[src/rtl/led_cube_uart_tx_if.sv]
// Avalon-MM master bus between the cube TX sequencer and the UART core register map.
interface led_cube_uart_tx_if #(
   parameter int ADDR_W = 5,
   parameter int DATA_W = 16
);
   logic              read;
   logic              write;
   logic [ADDR_W-1:0] address;
   logic [DATA_W-1:0] writedata;
   logic [DATA_W-1:0] readdata;
   logic              readdatavalid;
   logic              waitrequest;

   modport master (
      output read, write, address, writedata,
      input  readdata, readdatavalid, waitrequest
   );

   modport slave (
      input  read, write, address, writedata,
      output readdata, readdatavalid, waitrequest
   );
endinterface

[src/rtl/led_cube_uart_tx.sv]
// Queues bytes from a local producer and writes them to the UART TXDATA register,
// polling STATUS for TRDY before every character.
//
// state        | meaning
// ST_IDLE      | nothing in flight; leave when the FIFO holds a byte
// ST_POLL_RD   | status read request on the bus, held through waitrequest
// ST_POLL_WAIT | read accepted, waiting for readdatavalid
// ST_WRITE     | txdata write of the FIFO head, held through waitrequest
module led_cube_uart_tx #(
   parameter int FIFO_DEPTH  = 8,
   parameter int ADDR_W      = 5,
   parameter int DATA_W      = 16,
   parameter int TXDATA_ADDR = 1,
   parameter int STATUS_ADDR = 2,
   parameter int TRDY_BIT    = 6
) (
   input  logic                               clock_sink_clk,
   input  logic                               reset_sink_reset,
   input  logic [7:0]                         tx_byte,
   input  logic                               tx_valid,
   output logic                               tx_ready,
   led_cube_uart_tx_if.master                 avm,
   output logic [$clog2(FIFO_DEPTH+1)-1:0]    fifo_count,
   output logic                               busy
);

   localparam int PTR_W = $clog2(FIFO_DEPTH);
   localparam int CNT_W = $clog2(FIFO_DEPTH+1);

   typedef enum logic [1:0] {
      ST_IDLE,
      ST_POLL_RD,
      ST_POLL_WAIT,
      ST_WRITE
   } state_t;

   state_t            state_q, state_d;
   logic [PTR_W-1:0]  wr_ptr_q, wr_ptr_d;
   logic [PTR_W-1:0]  rd_ptr_q, rd_ptr_d;
   logic [CNT_W-1:0]  count_q, count_d;
   logic [DATA_W-1:0] writedata_q, writedata_d;
   logic [7:0]        mem_q [FIFO_DEPTH];
   logic [7:0]        head;
   logic              push;
   logic              pop;
   logic              unused_readdata;

   // Only the TRDY bit of the status word matters here.
   assign unused_readdata = ^avm.readdata;

   assign head     = mem_q[rd_ptr_q];
   assign tx_ready = (count_q != CNT_W'(FIFO_DEPTH));
   assign push     = tx_valid & tx_ready;

   always_comb begin
      state_d     = state_q;
      writedata_d = writedata_q;
      pop         = 1'b0;
      case (state_q)
         ST_IDLE: begin
            if (count_q != '0) state_d = ST_POLL_RD;
         end
         ST_POLL_RD: begin
            if (!avm.waitrequest) state_d = ST_POLL_WAIT;
         end
         ST_POLL_WAIT: begin
            if (avm.readdatavalid) begin
               if (avm.readdata[TRDY_BIT]) begin
                  state_d     = ST_WRITE;
                  writedata_d = {{(DATA_W-8){1'b0}}, head};
               end else begin
                  state_d = ST_POLL_RD;
               end
            end
         end
         ST_WRITE: begin
            if (!avm.waitrequest) begin
               pop     = 1'b1;
               state_d = ST_IDLE;
            end
         end
         default: state_d = ST_IDLE;
      endcase
   end

   always_comb begin
      wr_ptr_d = push ? wr_ptr_q + PTR_W'(1) : wr_ptr_q;
      rd_ptr_d = pop  ? rd_ptr_q + PTR_W'(1) : rd_ptr_q;
      count_d  = count_q;
      case ({push, pop})
         2'b10:   count_d = count_q + CNT_W'(1);
         2'b01:   count_d = count_q - CNT_W'(1);
         default: count_d = count_q;
      endcase
   end

   always_ff @(posedge clock_sink_clk or negedge reset_sink_reset) begin
      if (!reset_sink_reset) begin
         state_q     <= ST_IDLE;
         wr_ptr_q    <= '0;
         rd_ptr_q    <= '0;
         count_q     <= '0;
         writedata_q <= '0;
      end else begin
         state_q     <= state_d;
         wr_ptr_q    <= wr_ptr_d;
         rd_ptr_q    <= rd_ptr_d;
         count_q     <= count_d;
         writedata_q <= writedata_d;
      end
   end

   // Storage needs no reset: entries are only read after being written.
   always_ff @(posedge clock_sink_clk) begin
      if (push) mem_q[wr_ptr_q] <= tx_byte;
   end

   assign avm.read      = (state_q == ST_POLL_RD);
   assign avm.write     = (state_q == ST_WRITE);
   assign avm.address   = (state_q == ST_POLL_RD) ? ADDR_W'(STATUS_ADDR) :
                          (state_q == ST_WRITE)   ? ADDR_W'(TXDATA_ADDR) : '0;
   assign avm.writedata = writedata_q;

   assign fifo_count = count_q;
   assign busy       = (state_q != ST_IDLE) || (count_q != '0);

endmodule
[src/flat_wrapper.sv]
// flat-port wrapper written by rule: the top's interface ports become plain ports
module led_cube_uart_tx_flat 
#(
   parameter int FIFO_DEPTH  = 8,
   parameter int ADDR_W      = 5,
   parameter int DATA_W      = 16,
   parameter int TXDATA_ADDR = 1,
   parameter int STATUS_ADDR = 2,
   parameter int TRDY_BIT    = 6
)
  (clock_sink_clk, reset_sink_reset, tx_byte, tx_valid, tx_ready, fifo_count, busy, avm_read, avm_write, avm_address, avm_writedata, avm_readdata, avm_readdatavalid, avm_waitrequest);
  led_cube_uart_tx_if #(.ADDR_W(ADDR_W), .DATA_W(DATA_W)) avm_i ();
  input  logic clock_sink_clk;
  input  logic reset_sink_reset;
  input  logic [7:0] tx_byte;
  input  logic tx_valid;
  output logic tx_ready;
  output logic [$clog2(FIFO_DEPTH+1)-1:0] fifo_count;
  output logic busy;
  output wire logic [$bits(avm_i.read)-1:0] avm_read;
  output wire logic [$bits(avm_i.write)-1:0] avm_write;
  output wire logic [$bits(avm_i.address)-1:0] avm_address;
  output wire logic [$bits(avm_i.writedata)-1:0] avm_writedata;
  input wire logic [$bits(avm_i.readdata)-1:0] avm_readdata;
  input wire logic [$bits(avm_i.readdatavalid)-1:0] avm_readdatavalid;
  input wire logic [$bits(avm_i.waitrequest)-1:0] avm_waitrequest;
  assign avm_read = avm_i.read;
  assign avm_write = avm_i.write;
  assign avm_address = avm_i.address;
  assign avm_writedata = avm_i.writedata;
  assign avm_i.readdata = avm_readdata;
  assign avm_i.readdatavalid = avm_readdatavalid;
  assign avm_i.waitrequest = avm_waitrequest;
  led_cube_uart_tx #(.FIFO_DEPTH(FIFO_DEPTH), .ADDR_W(ADDR_W), .DATA_W(DATA_W), .TXDATA_ADDR(TXDATA_ADDR), .STATUS_ADDR(STATUS_ADDR), .TRDY_BIT(TRDY_BIT)) u_core (.clock_sink_clk(clock_sink_clk), .reset_sink_reset(reset_sink_reset), .tx_byte(tx_byte), .tx_valid(tx_valid), .tx_ready(tx_ready), .avm(avm_i), .fifo_count(fifo_count), .busy(busy));
endmodule
[config.mk]
export PLATFORM = sky130hd
export DESIGN_NAME = led_cube_uart_tx_flat
export DESIGN_NICKNAME = d
export VERILOG_FILES = /design/src/rtl/led_cube_uart_tx_if.sv /design/src/rtl/led_cube_uart_tx.sv /design/src/flat_wrapper.sv
export SDC_FILE = /design/constraint.sdc
export NUM_CORES = 1
export LEC_CHECK = 0
export BUFFER_PORTS_ARGS = -buffer_cell sky130_fd_sc_hd__buf_2
export CAP_MARGIN = 10
export CORE_UTILIZATION = 56
export CTS_CLUSTER_DIAMETER = 100
export DETAILED_ROUTE_END_ITERATION = 6
export GPL_ROUTABILITY_DRIVEN = 0
export PLACE_DENSITY = 0.84
export SYNTH_ARGS = -nofsm -noshare
export SYNTH_HDL_FRONTEND = slang
export SYNTH_SLANG_ARGS = --single-unit
[constraint.sdc]
create_clock -name clock_sink_clk -period 2.3 [get_ports clock_sink_clk]
set_input_delay 0.345 -clock clock_sink_clk [delete_from_list [all_inputs] [get_ports clock_sink_clk]]
set_output_delay 0.345 -clock clock_sink_clk [all_outputs]
set_load 0.005 [all_outputs]
Word-level counts from Yosys, hierarchy flattened
Memory sizes are Yosys's and may differ from the RTL's. A register that Yosys moved wholly into a read port is not among the register bits.
Cells that the tools add are included.
{ "classes": {"n_reduce_logical": 8, "muxes": 13, "n_bitwise": 1, "add_sub_neg": 4, "eq_ne": 10} }
{ "op_table": {"columns": ["operator", "count"], "rows": [
  ["2-bit two-way mux", 5],
  ["2-bit case mux with 4 select lines", 1],
  ["4-bit case mux with 2 select lines", 1],
  ["3-bit by 1-bit adder with 3-bit output, second input constant", 2],
  ["2-bit equality test, second input constant", 3],
  ["2-bit != test, second input constant", 3],
  ["1-bit two-way mux", 5],
  ["5-bit two-way mux", 1],
  ["4-bit by 1-bit adder with 4-bit output, second input constant", 1],
  ["2-bit by 1-bit equality test with 1-bit output, second input constant", 2],
  ["4-bit != test, second input constant", 1],
  ["4-bit AND reduction", 1],
  ["2-bit nonzero test", 2],
  ["4-bit nonzero test", 1],
  ["4-bit by 1-bit subtractor with 4-bit output, second input constant", 1],
  ["3-bit AND reduction", 1],
  ["2-bit logical NOT", 1],
  ["2-bit by 1-bit != test with 1-bit output, second input constant", 1],
  ["1-bit AND", 1],
  ["1-bit logical NOT", 1],
  ["1-bit logical OR", 1]
]} }
{ "word_totals": {"input_bits": 29, "out_inout_bits": 29, "memories": 1, "ramBits": 64, "elab_cells": 41, "ff_bits": 12} }
{ "mem_list": {"columns": ["memory", "words", "width", "read_ports", "rd_ports_with_merged_regs", "wr", "line", "source"], "rows": [
  ["u_core.mem_q", 8, 8, 1, 1, 1, "led_cube_uart_tx.sv:42", "logic [7:0] mem_q [FIFO_DEPTH];"]
]} }

Longest topological paths before layout
{ "depth": {"depth_word": 4, "ltp_mapped": 10, "depth_no_buf": 10} }

Least setup slack after synthesis
Ideal clock, no wire load.
{ "synth_path": {"path_kind": "register to register", "startpoint": "register u_core.count_q[1] (netlist: u_core.fifo_count[1])", "endpoint": "register u_core.count_q[2] (netlist: u_core.fifo_count[2])", "setup_ps": 127, "slack_ps": 210, "t_arrival_ps": 1963, "path_buffers": 0, "synth_period_minus_slack_ps": 2090, "stages_incl_launch_ff": 11, "t_required_ps": 2173, "cell_sequence": "dfrtp_1 -> nor3_1 -> nand2_1 -> nand2_2 -> ha_1 -> xor2_1 -> ha_1 -> a21oi_1 -> xor2_1 -> nor2_1 -> xor2_1"} }
{ "synth_between": {"elab_chain_cells": 4, "word_cells_on_any_way": 8, "cone_classes": "add/sub: 2; eq/ne: 3; mux: 1; bitwise: 1; reduce/logical: 1"} }
{ "synth_rtl": {"columns": ["element", "line", "source"], "rows": [
  ["start, declared", "led_cube_uart_tx.sv:40", "logic [CNT_W-1:0] count_q, count_d;"],
  ["start signal, assigned", "led_cube_uart_tx.sv:108", "count_q <= count_d;"],
  ["4-bit != test (*)", "led_cube_uart_tx.sv:52", "assign tx_ready = (count_q != CNT_W'(FIFO_DEPTH));"],
  ["named net tx_ready", "flat_wrapper.sv:17", "output logic tx_ready;"],
  ["1-bit AND (*)", "led_cube_uart_tx.sv:53", "assign push = tx_valid & tx_ready;"],
  ["2-bit by 1-bit equality test with 1-bit output or 2-bit equality test (tied branches)", "led_cube_uart_tx.sv:90", "case ({push, pop})"],
  ["4-bit case mux with 2 select lines or 2-bit nonzero test (tied branches)", null, null]
]} }
The timed path passes the listed nets; every way through them passes the cells marked *.
A chain may end at the register's enable or synchronous reset.

Worst setup path in the final report
{ "layout_path": {"startpoint": "register u_core.count_q[1] (netlist: u_core.fifo_count[1])", "endpoint": "register u_core.count_q[2] (netlist: u_core.fifo_count[2])"} }
{ "layout_between": {"elab_chain_cells": 4, "word_cells_on_any_way": 8, "cone_classes": "add/sub: 2; eq/ne: 3; mux: 1; bitwise: 1; reduce/logical: 1"} }
{ "layout_rtl": {"columns": ["element", "line"], "rows": [
  ["4-bit != test", "led_cube_uart_tx.sv:52"],
  ["1-bit AND", "led_cube_uart_tx.sv:53"],
  ["2-bit by 1-bit equality test with 1-bit output or 2-bit equality test (tied branches)", "led_cube_uart_tx.sv:90"],
  ["4-bit case mux with 2 select lines or 2-bit nonzero test (tied branches)", null]
]} }
Parallel ways exist; a longest one is shown, timed or not.

==> out/results.ini <==
[status]
status=complete, no violations

[critical_path]
r2r-end=u_core.fifo_count[2]$_DFFE_PN0P_
rrSetupSlack_ns=0.20
critPathRequiredTime_ns=2.53
ff2ff_path_depth=10
cp.arrival_ns=2.33
critical_path_class=reg2reg
critPathCaptureType=flop
timing.rr.start=u_core.fifo_count[1]$_DFFE_PN0P_
crit_fanout=5
startpoint_type=flop

[routing]
first_iter_violations=169
via_per_inst=5.57
vias=1995
dr.pass1.iters=5
drt-total-wl_um=6060
detail_route.wl_per_cell_um=16.9
drc=0
ant_nets=0

[global_routing]
first_global_vias=1890
grt_max_degree=35
grt_usage_pct=20.5
overflow=0
grt_pass1_wl_um=9570
antenna_found_initial=0

[yosys]
synth_edf_count=64
yosys_warnings=0
synth.distinct_cells=37
yosysSeqAreaShare_pct=67.8
synth_flop_cell=edfxtp_1
syn_area_per_cell_um2=15.5
synth_area_mm2=0.00357
synth_seq_cells=84
async_flop_share_pct=23.8
syn_inst=231

[floorplan]
pin_count=58
die_area_mm2=0.00670
core_area_mm2=0.00603
die_h_um=81.9
start_util_pct=59.3
die_x_um=81.9
rows=28

[flow_run]
maxCapViolCount=0

[cells_and_area]
num_antenna_cells=0
fin_util_pct=66.1
final_cell_mix=64 x edfxtp_1, 31 x buf_2, 20 x dfrtp_1
mostFrequentLayoutCell=edfxtp_1
nets=312
syn_to_final_growth_pct=11.6
drive_gt1_share_pct=28.6
fillers=432

[cts]
path_clk_slew_ns=0.08
clock-sinks=84
clock-root-buffer=clkbuf_8
cts_tree=built
insertion_delay_ns=0.35
numCtsBuffers=9
cts_buffer_depth=2
cts_max_level=3

[sta]
final_hold_viol_count=0
min_period_ns=2.10
worstMarginPinSlew_ns=0.731
clock.fmax_mhz=477
fin_ws_ns=0.204
drv_slew=0
finalSetupViolations=0
grt_setup_unrepaired=false
final.period_utilization_pct=91.1
finClkSkew_ns=0.0118
relSlewSlack_pct=51.2
tns_ns=0

[hold_path]
min_to=u_core.state_q[0]$_DFFE_PN0P_
hp-class=in2reg
min_from=avm_waitrequest
min_path_cells=3

[power_and_ir_drop]
power_density_mw_per_mm2=1190
total_power_mw=4.74
vdd_drop_max_mv=0.674
p_leak_nw=1.53

[placement]
hpwl_um=3970
port-buffer-count=31
post-place-ws_ns=0.174

metrics by stage:
step | cells | hold slack, ns | instance area (um2)
floorplan | 241 | 0.0494 | 3610
detailed placement | 341 | 0.316 | 3800
finish | 358 | 0.249 | 3980
global placement | 341 | 0.306 | 3800
CTS | 358 | 0.236 | 3980
global route | 358 | 0.254 | 3980
final cells by class:
cell class,count,area (um2),share of cell area (%)
Clock buffer,9,124,3.11
Sequential cell,84,2420,60.8
Inverter,1,3.75,0.0942
Timing Repair Buffer,46,283,7.10
Tap cell,75,93.8,2.36
Multi-Input combinational cell,136,1010,25.3
Clock inverter,7,50.0,1.26
critical path, cell delays in order, from the launching register on:
cell and delay [ns]:
dfrtp_1 0.39, nor3_1 0.25, nand2_1 0.18, nand2_2 0.14, ha_2 0.24, xor2_1 0.09, ha_1 0.18, a21oi_1 0.15
xor2_1 0.16, nor2_1 0.06, xor2_1 0.15
report_power, final:
| part | switching, mW | internal [mW] | leakage, nW |
|---|---|---|---|
| combinational | 0.857 | 0.777 | 0.625 |
| sequential | 0.186 | 1.98 | 0.824 |
| clock | 0.541 | 0.396 | 0.0837 |
| total | 1.58 | 3.16 | 1.53 |
flip-flops by register name (all words and copies together) (netlist names):
name and count:
u_core.mem_q 64, u_core.state_q 2, u_core.wr_ptr_q 3, u_core.rd_ptr_q 3
u_core.avm.writedata 8, u_core.fifo_count 4
cells by family after synthesis:
kind of cell | Yosys count | share of synthesized area, %
compound gates | 29 | 5.57
xor+xnor | 10 | 2.45
fa+ha+maj | 5 | 1.75
buf+inv | 21 | 5.08
flops | 84 | 67.8
mux | 36 | 10.8
other cells | 1 | 0.105
simple gates | 45 | 6.45
worst max path at each step:
stage | from | endpoint | slack [ns]
2_1_floorplan | u_core.fifo_count[1]$_DFFE_PN0P_ | u_core.fifo_count[2]$_DFFE_PN0P_ | 0.21
6_report | u_core.fifo_count[1]$_DFFE_PN0P_ | u_core.fifo_count[2]$_DFFE_PN0P_ | 0.20
3_3_place_gp | u_core.state_q[0]$_DFFE_PN0P_ | u_core.fifo_count[2]$_DFFE_PN0P_ | 0.22
4_1_cts | u_core.state_q[0]$_DFFE_PN0P_ | u_core.fifo_count[2]$_DFFE_PN0P_ | 0.14
3_5_place_dp | u_core.state_q[0]$_DFFE_PN0P_ | u_core.fifo_count[2]$_DFFE_PN0P_ | 0.17
5_1_grt | u_core.fifo_count[1]$_DFFE_PN0P_ | u_core.fifo_count[2]$_DFFE_PN0P_ | 0.03
timing repair:
action	4_1_cts	5_1_grt
hold buffers	1	0
hold endpoints to repair	20	0
setup endpoints to repair	0	1
resized for setup	0	1
setup buffers	0	0
cells in the mapped netlist (2+ instances only):
| cell type | instances | area [um2] |
|---|---|---|
| buf_4 | 12 | 90.1 |
| edfxtp_1 | 64 | 1920 |
| a221o_1 | 3 | 30.0 |
| buf_12 | 3 | 60.1 |
| nor3_1 | 6 | 30.0 |
| ha_1 | 5 | 62.6 |
| o22ai_1 | 3 | 18.8 |
| nor2b_1 | 2 | 12.5 |
| nand2b_1 | 5 | 31.3 |
| o21ai_0 | 3 | 15.0 |
| xor2_1 | 4 | 35.0 |
| nand3_1 | 3 | 15.0 |
| mux2_2 | 19 | 214 |
| dfrtp_1 | 20 | 500 |
| buf_1 | 2 | 7.51 |
| o21ai_1 | 8 | 40.0 |
| nand2_1 | 14 | 52.6 |
| nor2_1 | 5 | 18.8 |
| and2_1 | 2 | 12.5 |
| nor4_1 | 2 | 12.5 |
| mux2i_1 | 17 | 170 |
| xnor2_1 | 6 | 52.6 |
| a22oi_1 | 5 | 37.5 |
| o221ai_1 | 5 | 43.8 |
layer usage:
metal  GRT usage [%]  vias up  part of all wire, %  wire length [um]
li1                -      940                    -                 -
met2            31.5       80                   49              2970
met4            8.07        0                  1.1                65
met3            5.67        6                  6.3               381
met1            27.8      969                   44              2640
met5               0        -                    0                 0
Power figures use the tool's default switching activity.
